===== src/rtl/stopwatch_pkg.sv =====
// Shared constants, converter state encoding and 7-segment decode for stopwatch_display.
package stopwatch_pkg;

   localparam logic [1:0] ST_IDLE  = 2'b00;
   localparam logic [1:0] ST_RUN   = 2'b01;
   localparam logic [1:0] ST_PAUSE = 2'b10;
   localparam logic [1:0] ST_RSVD  = 2'b11;

   typedef enum logic [1:0] {CS_IDLE, CS_SHIFT, CS_DONE} conv_state_t;

   // Active-low segment patterns, bit order {g,f,e,d,c,b,a}
   localparam logic [6:0] SEG_DASH  = 7'b0111111;
   localparam logic [6:0] SEG_BLANK = 7'h7F;

   function automatic logic [6:0] digit_seg(input logic [3:0] d);
      logic [6:0] s;
      case (d)
         4'd0:    s = 7'b1000000;
         4'd1:    s = 7'b1111001;
         4'd2:    s = 7'b0100100;
         4'd3:    s = 7'b0110000;
         4'd4:    s = 7'b0011001;
         4'd5:    s = 7'b0010010;
         4'd6:    s = 7'b0000010;
         4'd7:    s = 7'b1111000;
         4'd8:    s = 7'b0000000;
         4'd9:    s = 7'b0010000;
         default: s = SEG_BLANK;
      endcase
      return s;
   endfunction

endpackage


===== src/rtl/stopwatch_display_bin2bcd.sv =====
// Sequential shift-add-3 converter: 7-bit binary (0..99) to two BCD nibbles in 7 shift cycles.
module bin2bcd_seq (
   input  logic       clk,
   input  logic       rst_n,
   input  logic       start,
   input  logic [6:0] bin,
   output logic [3:0] tens,
   output logic [3:0] ones,
   output logic       done
);

   logic [14:0] sreg;
   logic [2:0]  cnt;
   logic [3:0]  t_adj;
   logic [3:0]  o_adj;

   always_comb begin
      t_adj = (sreg[14:11] >= 4'd5) ? sreg[14:11] + 4'd3 : sreg[14:11];
      o_adj = (sreg[10:7]  >= 4'd5) ? sreg[10:7]  + 4'd3 : sreg[10:7];
   end

   always_ff @(posedge clk or negedge rst_n) begin
      if (!rst_n) begin
         sreg <= '0;
         cnt  <= '0;
      end else if (start) begin
         sreg <= {8'd0, bin};
         cnt  <= 3'd7;
      end else if (cnt != 3'd0) begin
         sreg <= {t_adj[2:0], o_adj, sreg[6:0], 1'b0};
         cnt  <= cnt - 3'd1;
      end
   end

   // done marks the cycle of the final shift; tens/ones are final from the next cycle on
   assign done = (cnt == 3'd1);
   assign tens = sreg[14:11];
   assign ones = sreg[10:7];

endmodule


===== src/rtl/stopwatch_display.sv =====
// MM.SS multiplexed common-anode 7-segment driver for the stopwatch outputs.
// Optional LEADING_ZERO_BLANK_EN blanks the minutes-tens digit when it is zero.
module stopwatch_display #(
   parameter int SCAN_DIV    = 1000,
   parameter int BLINK_SCANS = 256
) (
   input  logic       clk,
   input  logic       rst_n,
   input  logic [7:0] minutes,
   input  logic [5:0] seconds,
   input  logic [1:0] status,
   output logic [6:0] seg_n,
   output logic [3:0] an_n,
   output logic       dp_n,
   output logic       bcd_valid,
   output logic       ovf
);
   import stopwatch_pkg::*;

   localparam int SW = $clog2(SCAN_DIV);
   localparam int BW = $clog2(BLINK_SCANS + 1);
   localparam logic [SW-1:0] SCAN_LAST  = SW'(SCAN_DIV - 1);
   localparam logic [BW-1:0] BLINK_LAST = BW'(BLINK_SCANS - 1);

   conv_state_t      state;
   logic [7:0]       snap_min;
   logic [5:0]       snap_sec;
   logic             snap_vld;
   logic             start;
   logic [6:0]       min_sat;
   logic [3:0]       m_tens, m_ones, s_tens, s_ones;
   logic             m_done, s_done;
   logic [3:0][3:0]  digits;

   logic [SW-1:0]    scan_cnt;
   logic [1:0]       dig_idx;
   logic [BW-1:0]    blink_cnt;
   logic             blink_on;
   logic             scan_wrap, frame_wrap;
   logic [3:0]       cur_digit;
   logic [6:0]       seg_next;
   logic             dp_next;

   always_comb begin
      start   = (state == CS_IDLE) &&
                (!snap_vld || minutes != snap_min || seconds != snap_sec);
      min_sat = (minutes > 8'd99) ? 7'd99 : minutes[6:0];
   end

   bin2bcd_seq u_min (
      .clk(clk), .rst_n(rst_n), .start(start), .bin(min_sat),
      .tens(m_tens), .ones(m_ones), .done(m_done)
   );

   bin2bcd_seq u_sec (
      .clk(clk), .rst_n(rst_n), .start(start), .bin({1'b0, seconds}),
      .tens(s_tens), .ones(s_ones), .done(s_done)
   );

   // Snapshot holds raw minutes so a change above 99 still retriggers a conversion
   always_ff @(posedge clk or negedge rst_n) begin
      if (!rst_n) begin
         state     <= CS_IDLE;
         snap_min  <= '0;
         snap_sec  <= '0;
         snap_vld  <= 1'b0;
         ovf       <= 1'b0;
         digits    <= '0;
         bcd_valid <= 1'b0;
      end else begin
         bcd_valid <= 1'b0;
         case (state)
            CS_IDLE: if (start) begin
               snap_min <= minutes;
               snap_sec <= seconds;
               snap_vld <= 1'b1;
               ovf      <= (minutes > 8'd99);
               state    <= CS_SHIFT;
            end
            CS_SHIFT: if (m_done && s_done) state <= CS_DONE;
            CS_DONE: begin
               digits    <= {m_tens, m_ones, s_tens, s_ones};
               bcd_valid <= 1'b1;
               state     <= CS_IDLE;
            end
            default: state <= CS_IDLE;
         endcase
      end
   end

   always_comb begin
      scan_wrap  = (scan_cnt == SCAN_LAST);
      frame_wrap = scan_wrap && (dig_idx == 2'd3);
   end

   always_ff @(posedge clk or negedge rst_n) begin
      if (!rst_n) begin
         scan_cnt  <= '0;
         dig_idx   <= '0;
         blink_cnt <= '0;
         blink_on  <= 1'b1;
      end else begin
         scan_cnt <= scan_wrap ? '0 : scan_cnt + SW'(1);
         if (scan_wrap) dig_idx <= dig_idx + 2'd1;
         if (status != ST_PAUSE) begin
            blink_on  <= 1'b1;
            blink_cnt <= '0;
         end else if (frame_wrap) begin
            if (blink_cnt == BLINK_LAST) begin
               blink_cnt <= '0;
               blink_on  <= ~blink_on;
            end else begin
               blink_cnt <= blink_cnt + BW'(1);
            end
         end
      end
   end

   // Decoration priority: reserved dash, then pause blank, then leading-zero blank
   always_comb begin
      cur_digit = digits[dig_idx];
      seg_next  = digit_seg(cur_digit);
      dp_next   = !((dig_idx == 2'd2) && (status != ST_IDLE));
`ifdef LEADING_ZERO_BLANK_EN
      if (dig_idx == 2'd3 && cur_digit == 4'd0) seg_next = SEG_BLANK;
`else
`endif
      if (status == ST_PAUSE && !blink_on) begin
         seg_next = SEG_BLANK;
         dp_next  = 1'b1;
      end
      if (status == ST_RSVD) begin
         seg_next = SEG_DASH;
         dp_next  = 1'b1;
      end
   end

   always_ff @(posedge clk or negedge rst_n) begin
      if (!rst_n) begin
         an_n  <= 4'hF;
         seg_n <= SEG_BLANK;
         dp_n  <= 1'b1;
      end else begin
         an_n  <= ~(4'b0001 << dig_idx);
         seg_n <= seg_next;
         dp_n  <= dp_next;
      end
   end

endmodule


===== config.mk =====
export PLATFORM = sky130hd
export DESIGN_NAME = stopwatch_display
export DESIGN_NICKNAME = d
export VERILOG_FILES = /design/src/rtl/stopwatch_pkg.sv /design/src/rtl/stopwatch_display_bin2bcd.sv /design/src/rtl/stopwatch_display.sv
export SDC_FILE = /design/constraint.sdc
export NUM_CORES = 1
export LEC_CHECK = 0
export CAP_MARGIN = 20
export CELL_PAD_IN_SITES_DETAIL_PLACEMENT = 1
export CELL_PAD_IN_SITES_GLOBAL_PLACEMENT = 1
export CORE_MARGIN = 5
export CORE_UTILIZATION = 48
export DETAILED_ROUTE_END_ITERATION = 10
export GPL_TIMING_DRIVEN = 0
export PLACE_DENSITY = 0.87
export SLEW_MARGIN = 20
export SYNTH_ARGS = -nofsm -noshare
export SYNTH_HDL_FRONTEND = slang
export SYNTH_HIERARCHICAL = 1
export SYNTH_SLANG_ARGS = --single-unit

===== constraint.sdc =====
create_clock -name clk -period 2.83 [get_ports clk]
set_clock_uncertainty 0.05 [all_clocks]
set_input_delay 0.566 -clock clk [delete_from_list [all_inputs] [get_ports clk]]
set_output_delay 0.566 -clock clk [all_outputs]
set_load 0.05 [all_outputs]

==> impl_metrics.env, run 1 <==
export IMPL_cts_buffer_depth=2
export IMPL_synthTopCellsByCount="dfrtp_1 (92), nand2_1 (38), inv_1 (33), ha_1 (25), nor2_1 (24)"
export IMPL_grt_antenna_before_repair=0
export IMPL_synth_flop_cell="dfrtp_1"
export IMPL_status="finished, final reports clean"
export IMPL_nNetsFinal=604
export IMPL_fmax_ghz=0.3655
export IMPL_yosysMostFrequentCell="dfrtp_1"
export IMPL_syn_avg_cell_area_um2=10.92
export IMPL_finalHoldViolCount=0
export IMPL_fillers=1238
export IMPL_grt_max_degree=77
export IMPL_p_per_area_nw_per_um2=972.9
export IMPL_placedCellCount=685
export IMPL_numClockSinks=105
export IMPL_dpl_instance_area_um2=6088
export IMPL_die_w_um=117.7
export IMPL_crit_top_cell="buf_6"
export IMPL_dpl_hpwl_um=8760
export IMPL_p_int_mw=3.997
export IMPL_p_switching_mw=2.326
export IMPL_syn_nets=553
export IMPL_grt_first_pass_wirelength_um=21540
export IMPL_synth_compound_area_share_pct=9.973
export IMPL_track_usage_pct=18.88
export IMPL_drc=0
export IMPL_synth_seq_cells=105
export IMPL_synth_mux_area_share_pct=11.03
export IMPL_ant_nets=0
export IMPL_synthDominantCellAreaShare_pct=41.33
export IMPL_crit_path_end_kind="register"
export IMPL_grt_setup_unrepaired="false"
export IMPL_required_ps=3040
export IMPL_io_buffers=31
export IMPL_setup_tns_ps=0
export IMPL_maxCapViolCount=0
export IMPL_dr_pass1_iters=4
export IMPL_worst_slew_pin_slew_ps=935.6
export IMPL_report_final_setup_viol=0
export IMPL_netlist_area_um2=5570
export IMPL_grt_overflow_total=0
export IMPL_cp_max_fo=10
export IMPL_hold_slack_ps=27.32
export IMPL_wl_per_cell_um=17.66
export IMPL_cts_tree="done"
export IMPL_yosysTopAreaCell="dfrtp_1"
export IMPL_cts_root_buf="clkbuf_16"
export IMPL_cts_hold_buf=0
export IMPL_pin_count=32
export IMPL_synth_edff_count=0
export IMPL_fin_area_um2=6499
export IMPL_start_util_pct=48.78
export IMPL_final_cells=709
export IMPL_insertion_delay_ps=360
export IMPL_grt_pass1_vias=4353
export IMPL_timing_final_crit_period_ps=2736
export IMPL_p_leak_nw=3.005
export IMPL_seq_power_share_pct=37.0
export IMPL_crit_chain="dlygate4sd2_1, xnor2_2, nand3_1, nor4_4, or3_4, buf_6, buf_12, clkinvlp_4, buf_6, clkbuf_2, buf_4, o41ai_2"
export IMPL_yosys_warnings=6
export IMPL_yosys_area_share_simple_pct=14.20
export IMPL_ir_drop_mv=0.6105
export IMPL_clkTransAtPathRegs_ps=70
export IMPL_synth_area_top_cells="dfrtp_1 (41%), dfstp_2 (6.1%), ha_1 (5.6%), mux2_2 (4.6%), xnor2_1 (3.5%)"
export IMPL_place_congestion=0.7484
export IMPL_fp_dieArea_um2=13860
export IMPL_power_share_combinational_pct=42.4
export IMPL_numCtsBuffers=9
export IMPL_routed_via_density=5.480
export IMPL_antenna_cells=0
export IMPL_synthXorXnorAreaFrac_pct=4.403
export IMPL_slowest_delay_ps=370
export IMPL_ys_seq_area_share_pct=47.46
export IMPL_synth_cell_types=58
export IMPL_drtIter0Drc=142
export IMPL_p_clk_share_pct=20.6
export IMPL_layout_drive_gt1_share_pct=21.55
export IMPL_synthCells=510
export IMPL_async_reset_ff_share_pct=100.0
export IMPL_hp_class="in2async"
export IMPL_slowest_stage="nor4_4"
export IMPL_synth_top_family_by_area="simple AND/OR/NAND/NOR gates"
export IMPL_crit_type="in2reg"
export IMPL_synth_adder_area_share_pct=5.615
export IMPL_slew_headroom_pct=37.14
export IMPL_area_growth_pct=16.67
export IMPL_die_h_um=117.7
export IMPL_core_area_um2=11420
export IMPL_h_tree_depth=3
export IMPL_switching_share_pct=36.79
export IMPL_rows=39
export IMPL_wl_um=12520
export IMPL_slew_viol_final=0
export IMPL_num_vias=3885
export IMPL_start_kind="primary input"
export IMPL_crit_arrival_ps=2940
export IMPL_fin_crit_sh_pct=96.68
[power groups by stage]
| stage | clock network (mW) | logic [mW] | registers (mW) |
|---|---|---|---|
| after detailed placement | 0 | 2.59 | 2.36 |
| final | 1.30 | 2.68 | 2.34 |
| after floorplan | 0 | 1.77 | 2.45 |
| after global routing | 1.39 | 2.94 | 2.40 |
| after CTS | 1.33 | 2.67 | 2.34 |
| after global placement | 0 | 2.39 | 2.30 |
[metal layers]
metal	vias up	wire, um	global-route usage [%]
met3	15	344	4.133
met4	0	206	6.022
met5	-	0	0
met1	1973	5261	22.40
met2	50	6708	33.88
li1	1847	-	-
[state kept, by name, indices dropped and copies added, names as in the netlist]
signal and count:
u_sec/cnt 3, scan_cnt 10, seg_n 7, bcd_valid 1, ovf 1, dig_idx 2, an_n 4, dp_n 1
u_sec/sreg 15, u_min/sreg 15, blink_on 1, snap_vld 1, snap_min 8, u_min/cnt 3, snap_sec 6, blink_cnt 9
digits 16, state 2
[cell type report]
class	count	area, um2	area share [%]
sequential	105	2644	40.68
multi-input combinational	334	2560	39.39
timing repair buffer	40	394.1	6.065
buffer	36	285.3	4.390
clock buffer	10	239.0	3.677
tap	143	178.9	2.753
inverter	35	135.1	2.079
clock inverter	6	62.56	0.9626
[logic make-up (layout without fill, tap and decap cells)]
kind of cell             count (synthesis)  in the layout
adder cells (fa/ha/maj)                 25             25
buffers and inverters                   71            127
AND/OR/NAND/NOR                        145            145
XOR/XNOR                                28             28
multiplexers                            50             50
flip-flops                             105            105
other                                    1              1
AO/OA/AOI/OAI                           85             85
[repair_timing]
action | 4_1_cts | 5_1_grt
gates resized for setup | 17 | 9
setup endpoints to repair | 24 | 16
buffers inserted | 7 | 1
pin swaps | 7 | 3
gates cloned | 0 | 0
[metrics by stage]
step	power, mW	utilization [%]	worst slack [ps]
2_1_floorplan	4.229	-	486.4
3_3_place_gp	4.690	53.07	-2820
3_5_place_dp	4.944	53.32	-570.1
4_1_cts	6.338	56.55	17.00
5_1_grt	6.726	56.91	0.5667
6_report	6.323	56.91	93.93
[final timing paths]
| kind | slack, ps | cells past startpoint | startpoint | to |
|---|---|---|---|---|
| worst max register to register | 130 | 11 | snap_sec[2]$_DFFE_PN0P_ | u_sec/sreg[11]$_DFFE_PN0P_ |
| worst min-delay path | 30 | 1 | rst_n | bcd_valid$_DFF_PN0_ |
| max in group asynchronous | 2050 | 2 | rst_n | scan_cnt[6]$_DFF_PN0_ |
| worst min register to register | 430 | 1 | snap_vld$_DFFE_PN0P_ | snap_vld$_DFFE_PN0P_ |
| worst max-delay path | 90 | 12 | seconds[2] | u_sec/sreg[11]$_DFFE_PN0P_ |
| min in group clk | 430 | 1 | snap_vld$_DFFE_PN0P_ | snap_vld$_DFFE_PN0P_ |
[layout by cell type (no fill, tap or decap), types with 4 or more instances in the layout]
| cell | count |
|---|---|
| o2111ai_1 | 8 |
| nand3_1 | 8 |
| buf_6 | 10 |
| mux2i_1 | 16 |
| dfrtp_1 | 92 |
| dlygate4sd2_1 | 10 |
| dlymetal6s2s_1 | 4 |
| clkbuf_16 | 9 |
| buf_2 | 5 |
| clkbuf_1 | 4 |
| mux2_4 | 7 |
| nand2_1 | 38 |
| or3_1 | 13 |
| and2_1 | 4 |
| dfstp_2 | 13 |
| nand4_1 | 6 |
| xnor2_1 | 20 |
| inv_1 | 32 |
| clkdlybuf4s50_1 | 16 |
| xor2_1 | 6 |
| nor2_1 | 24 |
| mux2_2 | 23 |
| nor2b_1 | 16 |
| nand2b_1 | 9 |
| buf_4 | 23 |
| o211ai_1 | 8 |
| mux4_2 | 4 |
| ha_1 | 25 |
| and3_1 | 4 |
| o21ai_1 | 18 |
| a21oi_1 | 16 |
| o21ai_0 | 14 |
| o21a_1 | 4 |
[worst max-delay path, delay by kind of cell]
| kind | cells | cell delay, ps |
|---|---|---|
| xor+xnor | 1 | 190 |
| simple gates | 3 | 730 |
| compound gates | 1 | 320 |
| buf+inv | 7 | 1150 |
Note: power is estimated with default switching activity, not from simulation.
==> run 2: changes to the inputs <==
==> constraint.sdc (replaced) <==
create_clock -name clk -period 2.6 [get_ports clk]
set_clock_uncertainty 0.05 [all_clocks]
set_input_delay 0.52 -clock clk [delete_from_list [all_inputs] [get_ports clk]]
set_output_delay 0.52 -clock clk [all_outputs]
set_load 0.01 [all_outputs]
==> run 2 against run 1 <==
Compared with the run above:
- die area did not move
- global-route usage fell by 0.12 points
- combinational power grew 3%
- highest routed layer unchanged
==> impl_metrics.env, run 2 (synthesis gave the netlist of run 1 again) <==
export IMPL_cts_buffer_depth=2
export IMPL_track_usage_pct=18.76
export IMPL_crit_path_end_kind="register"
export IMPL_grt_pass1_vias=4355
export IMPL_drc=0
export IMPL_rows=39
export IMPL_die_h_um=117.7
export IMPL_report_final_setup_viol=0
export IMPL_multi_input_area_um2=2577
export IMPL_insertion_delay_ps=360
export IMPL_final_cells=712
export IMPL_placedCellCount=685
export IMPL_fmax_ghz=0.3955
export IMPL_antenna_cells=0
export IMPL_crit_chain="dlygate4sd2_1, xnor2_1, nand3_1, nor4_4, or3_4, buf_12, clkinvlp_4, buf_6, buf_2, buf_4, o41ai_2"
export IMPL_grt_max_degree=77
export IMPL_dp_slack_ps=-754.1
export IMPL_ir_drop_mv=0.5194
export IMPL_reg_largest_list="digits (16), u_min/sreg (15), u_sec/sreg (15)"
export IMPL_mostFrequentLayoutCell="dfrtp_1"
export IMPL_crit_type="in2reg"
export IMPL_required_ps=2810
export IMPL_die_w_um=117.7
export IMPL_h_tree_depth=3
export IMPL_io_buffers=31
export IMPL_hold_slack_ps=444.6
export IMPL_core_area_um2=11420
export IMPL_start_util_pct=48.78
export IMPL_numClockSinks=105
export IMPL_slowest_delay_ps=360
export IMPL_wl_per_cell_um=17.84
export IMPL_grt_overflow_total=0
export IMPL_grt_antenna_before_repair=0
export IMPL_slew_headroom_pct=35.50
export IMPL_status="finished, final reports clean"
export IMPL_routed_via_density=5.535
export IMPL_wl_um=12700
export IMPL_cts_root_buf="clkbuf_16"
export IMPL_slew_viol_final=0
export IMPL_fin_crit_sh_pct=97.24
export IMPL_dr_pass1_iters=4
export IMPL_timing_final_crit_period_ps=2528
export IMPL_fillers=1240
export IMPL_cp_max_fo=7
export IMPL_num_vias=3941
export IMPL_maxCapViolCount=0
export IMPL_layout_setup_ws_ps=71.63
export IMPL_start_kind="primary input"
export IMPL_path_buf_inv=6
export IMPL_p_leak_nw=2.996
export IMPL_final_cell_mix="dfrtp_1 (92), nand2_1 (38), inv_1 (32), buf_4 (26), ha_1 (25)"
export IMPL_seqCellArea_um2=2644
export IMPL_ant_nets=0
export IMPL_crit_arrival_ps=2740
export IMPL_cp_top_family="buffers and inverters"
export IMPL_slowest_stage="nor4_4"
export IMPL_p_per_area_nw_per_um2=1032
export IMPL_grt_first_pass_wirelength_um=21420
export IMPL_worst_slew_pin_slew_ps=960.2
export IMPL_finalHoldViolCount=0
export IMPL_cts_tree="done"
export IMPL_pin_count=32
export IMPL_largest_reg_flops=16
export IMPL_dpl_hpwl_um=8760
export IMPL_layout_drive_gt1_share_pct=22.50
export IMPL_clkTransAtPathRegs_ps=70
export IMPL_drtIter0Drc=140
export IMPL_numCtsBuffers=9
export IMPL_place_congestion=0.7484
export IMPL_hp_class="reg2reg"
export IMPL_top_register="digits"
export IMPL_nNetsFinal=607
export IMPL_power_total_mw=6.729
export IMPL_area_growth_pct=17.05
export IMPL_fp_dieArea_um2=13860
==> run 2: cell types whose count changed in the layout (fill, tap and decap cells not counted), moves of 2 or more <==
cell            delta
buf_4              +3
dlymetal6s2s_1     -4
dlygate4sd2_1      +2
xnor2_1            -2
xnor2_2            +2
==> run 2: area by class of cell <==
| cell class | instances | share of cell area [%] |
|---|---|---|
| Sequential cell | 105 | 40.55 |
| Multi-Input combinational cell | 334 | 39.53 |
| Timing Repair Buffer | 44 | 6.275 |
| Buffer | 35 | 4.203 |
| Clock buffer | 10 | 3.665 |
| Tap cell | 143 | 2.744 |
| Inverter | 35 | 2.073 |
| Clock inverter | 6 | 0.9595 |
==> run 2: what timing repair did <==
item	4_1_cts	5_1_grt
buffers inserted	7	4
hold buffers	1	0
gates resized for setup	25	9
gates cloned	0	0
endpoints found under the hold margin	16	0
endpoints found under the setup margin	36	19
pin swaps	10	8
==> run 2: power breakdown <==
group	internal [mW]	total (mW)	leakage, nW	switching (mW)
Clock	0.776	1.42	0.153	0.646
Combinational	1.42	2.75	1.54	1.33
Sequential	2.17	2.55	1.30	0.380
==> run 2: layer usage <==
metal	GRT usage (%)	routed length [um]	vias to the layer above
met5	0	0	-
met4	6.165	150	0
met3	4.085	356	10
met2	33.52	6895	59
met1	22.31	5300	2018
li1	-	-	1854
==> run 2: worst paths after layout <==
check | start | endpoint | slack (ps) | depth (start not counted)
setup / recovery | minutes[6] | u_sec/sreg[11]$_DFFE_PN0P_ | 70 | 11
hold / removal | scan_cnt[0]$_DFF_PN0_ | scan_cnt[0]$_DFF_PN0_ | 440 | 1
setup reg to reg | snap_sec[2]$_DFFE_PN0P_ | u_sec/sreg[11]$_DFFE_PN0P_ | 120 | 10
hold reg to reg | scan_cnt[0]$_DFF_PN0_ | scan_cnt[0]$_DFF_PN0_ | 440 | 1
max in group asynchronous | rst_n | scan_cnt[6]$_DFF_PN0_ | 1290 | 3
min in group asynchronous | rst_n | bcd_valid$_DFF_PN0_ | 560 | 2
==> run 2: stage by stage <==
stage                     area, um2  utilization (%)  setup TNS (ps)
after global routing           6520            57.10          -171.5
final                          6520            57.10               0
after detailed placement       6088            53.32          -21590
after floorplan                5570                -               0
after CTS                      6457            56.55               0
after global placement         6060            53.07         -315140
